<file path="config.mk">
export PLATFORM = sky130hd
export DESIGN_NAME = present80_round_ctrl
export DESIGN_NICKNAME = d
export VERILOG_FILES = /design/src/rtl/present80_round_ctrl.sv
export SDC_FILE = /design/constraint.sdc
export NUM_CORES = 1
export LEC_CHECK = 0
export ABC_AREA = 1
export BUFFER_PORTS_ARGS = -buffer_cell sky130_fd_sc_hd__buf_2
export CAP_MARGIN = 20
export CORE_MARGIN = 2
export CORE_UTILIZATION = 63
export CTS_BUF_LIST = sky130_fd_sc_hd__clkbuf_2 sky130_fd_sc_hd__clkbuf_4 sky130_fd_sc_hd__clkbuf_8
export DETAILED_ROUTE_END_ITERATION = 10
export HOLD_SLACK_MARGIN = 0.06
export PLACE_DENSITY_LB_ADDON = 0.25
export REMOVE_ABC_BUFFERS = 1
export SLEW_MARGIN = 20
export SYNTH_ARGS = -nofsm -noshare
export SYNTH_HDL_FRONTEND = slang
export SYNTH_SLANG_ARGS = --single-unit
</file>
<file path="constraint.sdc">
create_clock -name clk -period 4.1 [get_ports clk]
set_input_delay 0.82 -clock clk [delete_from_list [all_inputs] [get_ports clk]]
set_output_delay 0.82 -clock clk [all_outputs]
set_load 0.01 [all_outputs]
</file>
<file path="src/rtl/present80_round_ctrl.sv">
// Round-serial PRESENT-80 encryption engine: one round per clock, key schedule in parallel,
// valid/ready handshake on both plaintext input and ciphertext output.
//
// state | meaning
// IDLE  | waiting for a block, in_ready high
// RUN   | one cipher round plus key update per clock, busy high
// DONE  | ciphertext presented (whitened), held until out_ready
module present80_round_ctrl #(
   parameter int NROUNDS = 31
) (
   input  logic        clk,
   input  logic        rst_n,
   input  logic        in_valid,
   output logic        in_ready,
   input  logic [63:0] pt,
   input  logic [79:0] key,
   output logic        out_valid,
   input  logic        out_ready,
   output logic [63:0] ct,
   output logic        busy
);

   generate
      if (NROUNDS < 1 || NROUNDS > 31) begin : g_bad_nrounds
         $error("present80_round_ctrl: NROUNDS must be within 1..31");
      end
   endgenerate

   localparam logic [4:0] RC_LAST = 5'(NROUNDS);

   typedef enum logic [1:0] {
      S_IDLE,
      S_RUN,
      S_DONE
   } state_t;

   state_t      state;
   logic [63:0] st;
   logic [79:0] k;
   logic [4:0]  rc;
   logic [63:0] round_st;
   logic [79:0] k_rot;
   logic [79:0] k_next;

   function automatic logic [3:0] sbox(input logic [3:0] x);
      logic [3:0] y;
      case (x)
         4'h0: y = 4'hC;
         4'h1: y = 4'h5;
         4'h2: y = 4'h6;
         4'h3: y = 4'hB;
         4'h4: y = 4'h9;
         4'h5: y = 4'h0;
         4'h6: y = 4'hA;
         4'h7: y = 4'hD;
         4'h8: y = 4'h3;
         4'h9: y = 4'hE;
         4'hA: y = 4'hF;
         4'hB: y = 4'h8;
         4'hC: y = 4'h4;
         4'hD: y = 4'h7;
         4'hE: y = 4'h1;
         default: y = 4'h2;
      endcase
      return y;
   endfunction

   function automatic logic [63:0] sbox_layer(input logic [63:0] x);
      logic [63:0] y;
      y = '0;
      for (int n = 0; n < 16; n++) begin
         y[4*n +: 4] = sbox(x[4*n +: 4]);
      end
      return y;
   endfunction

   // Vectors are held with the hex MSB at bit 63; the bit permutation is symmetric
   // under that index reversal, so it is written directly in LSB-first form.
   function automatic logic [63:0] p_layer(input logic [63:0] x);
      logic [63:0] y;
      y = '0;
      for (int i = 0; i < 16; i++) begin
         for (int j = 0; j < 4; j++) begin
            y[16*j+i] = x[4*i+j];
         end
      end
      return y;
   endfunction

   always_comb begin
      round_st        = p_layer(sbox_layer(st ^ k[79:16]));
      k_rot           = {k[18:0], k[79:19]};
      k_next          = k_rot;
      k_next[79:76]   = sbox(k_rot[79:76]);
      k_next[19:15]   = k_rot[19:15] ^ rc;
   end

   assign ct = out_valid ? (st ^ k[79:16]) : 64'd0;

   always_ff @(posedge clk) begin
      if (!rst_n) begin
         state     <= S_IDLE;
         st        <= '0;
         k         <= '0;
         rc        <= '0;
         in_ready  <= 1'b1;
         out_valid <= 1'b0;
         busy      <= 1'b0;
      end else begin
         case (state)
            S_IDLE: begin
               if (in_valid) begin
                  st       <= pt;
                  k        <= key;
                  rc       <= 5'd1;
                  state    <= S_RUN;
                  in_ready <= 1'b0;
                  busy     <= 1'b1;
               end
            end
            S_RUN: begin
               st <= round_st;
               k  <= k_next;
               if (rc == RC_LAST) begin
                  state     <= S_DONE;
                  busy      <= 1'b0;
                  out_valid <= 1'b1;
               end else begin
                  rc <= rc + 5'd1;
               end
            end
            S_DONE: begin
               if (out_ready) begin
                  state     <= S_IDLE;
                  rc        <= '0;
                  out_valid <= 1'b0;
                  in_ready  <= 1'b1;
               end
            end
            default: begin
               state     <= S_IDLE;
               in_ready  <= 1'b1;
               out_valid <= 1'b0;
               busy      <= 1'b0;
            end
         endcase
      end
   end

endmodule

</file>
==> flow_summary.ini <==
[clocking]
cts_buffers = 17
max-clock-path-buffers = 2
htreeDepth = 4
clock-root-buffer = clkbuf_8
ctsResizeCount = 0
clk_pin_slew_worst_paths_ns = 0.09
cts_tree = built
clk-insertion-delay-late_ns = 0.48
post_cts_buffers = 0
postCtsHoldBufs = 0
clkSinkCount = 158

[critical_path]
crit_type = flip-flop to flip-flop
cp.required_ns = 4.51
ff2ff_path_depth = 9
endpoint = k[61]
arrival_ns = 3.51
worstPathMaxFanout = 125
r2r-start = state[1]
end_kind = flip-flop
crit_start = state[1]
r2r-end = k[61]
ff2ff_setup_slack_ns = 1.00
startpoint_type = flip-flop

[power]
leakage_nw = 6.209
internal_power_w = 0.005518
power_w = 0.01225
swShare_pct = 54.97
p_comb_share_pct = 64.5
clkPwrFrac_pct = 11.0
p_switching_w = 0.006735
vdd_drop_max_mv = 0.5683
power.density_nw_per_um2 = 977.5
p_seq_share_pct = 24.5

[final_layout]
drive_gt1_share_pct = 14.04
nets = 2150
fill_cells = 1478
mostFrequentLayoutCells = nand2_1 (581), buf_2 (213), dfxtp_1 (158)
instances_no_fill = 2148
areaGrowthSynthToFinish_pct = 13.89
diodes = 0
layout_commonest_cell = nand2_1

[synth]
synth_top_cell_by_area = dfxtp_1
yosys-top-cells-area = dfxtp_1 (29%), nand2_1 (20%), ha_1 (10%)
synth_area_per_cell_sq_um = 6.271
ys_ff_latch = 158
synthCells = 1755
syn_area_sq_um = 11010
synth_top_area_share_pct = 28.74
synth.distinct_cells = 28
yosysWarnings = 0
ys_seq_area_share_pct = 28.74

[grt]
grt_pass1_wl_um = 51120
antenna_found_initial = 0
grt_pass1_vias = 10640
track_usage_pct = 34.69
grt_max_degree = 126
overflow = 0

[sta]
clock_skew_ns = 0.01197
holdWs_ns = 0.4617
finalSetupTns_ns = 0
worst_slack_ns = 1.002
tightestPinTransition_ns = 0.9079
hold_viol_final = 0
slew_headroom_pct = 39.47
fmax_mhz = 322.8
report.final.slew_viol_count = 0
period_share_pct = 75.56
finalCriticalPeriod_ns = 3.098
setup_violations = 0
grt_setup_unrepaired = no

[floorplanning]
die_h_um = 136.2
coreArea_sq_um = 17180
ioPinCount = 215
initial_core_util_pct = 64.07
die-area_sq_um = 18540
rows = 48
die_w_um = 136.2

[run]
max_cap_violations = 0

[placed_design]
dp_hpwl_um = 23310
portBuffers = 214
post-place-ws_ns = 1.093
place_congestion = 0.9416
placedCellCount = 2117

[routing]
vias = 12260
drt_pass1_iterations = 6
wl_per_cell_um = 15.28
avgViaCountPerCell = 5.706
drtIter0Drc = 1107
drtAntennaViolNets = 0
remaining_drc_errors = 0
drt-total-wl_um = 32820

[worst_hold_path]
holdPathStages = 2
hold_path_class = flip-flop to flip-flop

[outcome]
status = finished, final reports clean
## critical path, stage by stage (launching register included)
cell,delay (ns)
dfxtp_1,0.33
inv_1,0.15
ha_4,0.51
inv_4,0.30
nand2_1,0.22
nand2_4,0.16
inv_4,0.49
buf_12,0.44
o21ai_0,0.16
a31oi_1,0.17
## worst min path at each step
stage | start | to
after CTS | k_next[77] | k[77]
final | k_next[77] | k[77]
after global placement | busy | busy
after floorplan | k_next[76] | k[76]
after global routing | k_next[76] | k[76]
after detailed placement | k_next[76] | k[76]
## metal layers
layer / vias up / share of wire (%) / routed length, um / track usage, %
met1: 5569 / 42 / 13750 / 45.89
li1: 6024 / - / - / -
met2: 575 / 46 / 14960 / 55.44
met4: 0 / 4.2 / 1385 / 16.26
met5: - / 0 / 0 / 0
met3: 88 / 8.3 / 2733 / 5.444
## power by group through the flow
stage / combinational, W / sequential (W) / clock, W
finish: 0.00791 / 0.00300 / 0.00135
global route: 0.00895 / 0.00307 / 0.00141
CTS: 0.00776 / 0.00296 / 0.00134
detailed placement: 0.00771 / 0.00298 / 0
global placement: 0.00744 / 0.00297 / 0
floorplan: 0.00593 / 0.00276 / 0
## stage by stage
step / utilization (%) / cell area [sq um]
final: 72.97 / 12530
after global placement: 70.34 / 12080
after global routing: 72.97 / 12530
after floorplan: - / 10600
after detailed placement: 70.34 / 12080
after CTS: 72.97 / 12530
## cell usage after synthesis
cell and n:
buf_2 33, nand2_4 1, a21boi_0 1, nand4_1 16
o21ai_0 143, nor2_4 1, xor2_1 1, nand3_1 155
nor3_1 4, nand2_2 5, xnor2_1 31, buf_6 3
buf_1 3, a31oi_1 75, nor2_1 116, dfxtp_1 158
nand3b_1 1, clkbuf_1 45, inv_1 154, buf_4 3
a21oi_2 1, o21ai_1 5, nor3b_1 1, or2_2 3
nand2_1 581, ha_1 91, a21oi_1 122, inv_2 2
## cell families (layout without fill, tap and decap cells)
logic type,after synthesis,in the layout,synth area share [%]
AO/OA/AOI/OAI,347,347,16.69
XOR/XNOR,32,32,2.547
adder cells (fa/ha/maj),91,91,10.35
buffers and inverters,243,411,8.970
flip-flops,158,158,28.74
AND/OR/NAND/NOR,884,884,32.71
## layout make-up
| cell class | count | area, sq um | area share, % |
|---|---|---|---|
| multi-input combinational | 1354 | 6873 | 54.83 |
| sequential | 158 | 3163 | 25.23 |
| timing repair buffer | 224 | 1174 | 9.363 |
| inverter | 156 | 590.6 | 4.712 |
| tap | 225 | 281.5 | 2.246 |
| clock buffer | 20 | 262.8 | 2.096 |
| clock inverter | 11 | 190.2 | 1.517 |
## flip-flops by register name, indices dropped and copies added (netlist names)
register,count
state,2
busy,1
st,64
rc,5
k_next,4
k,80
in_ready,1
out_valid,1
Power figures use the tool's default switching activity.
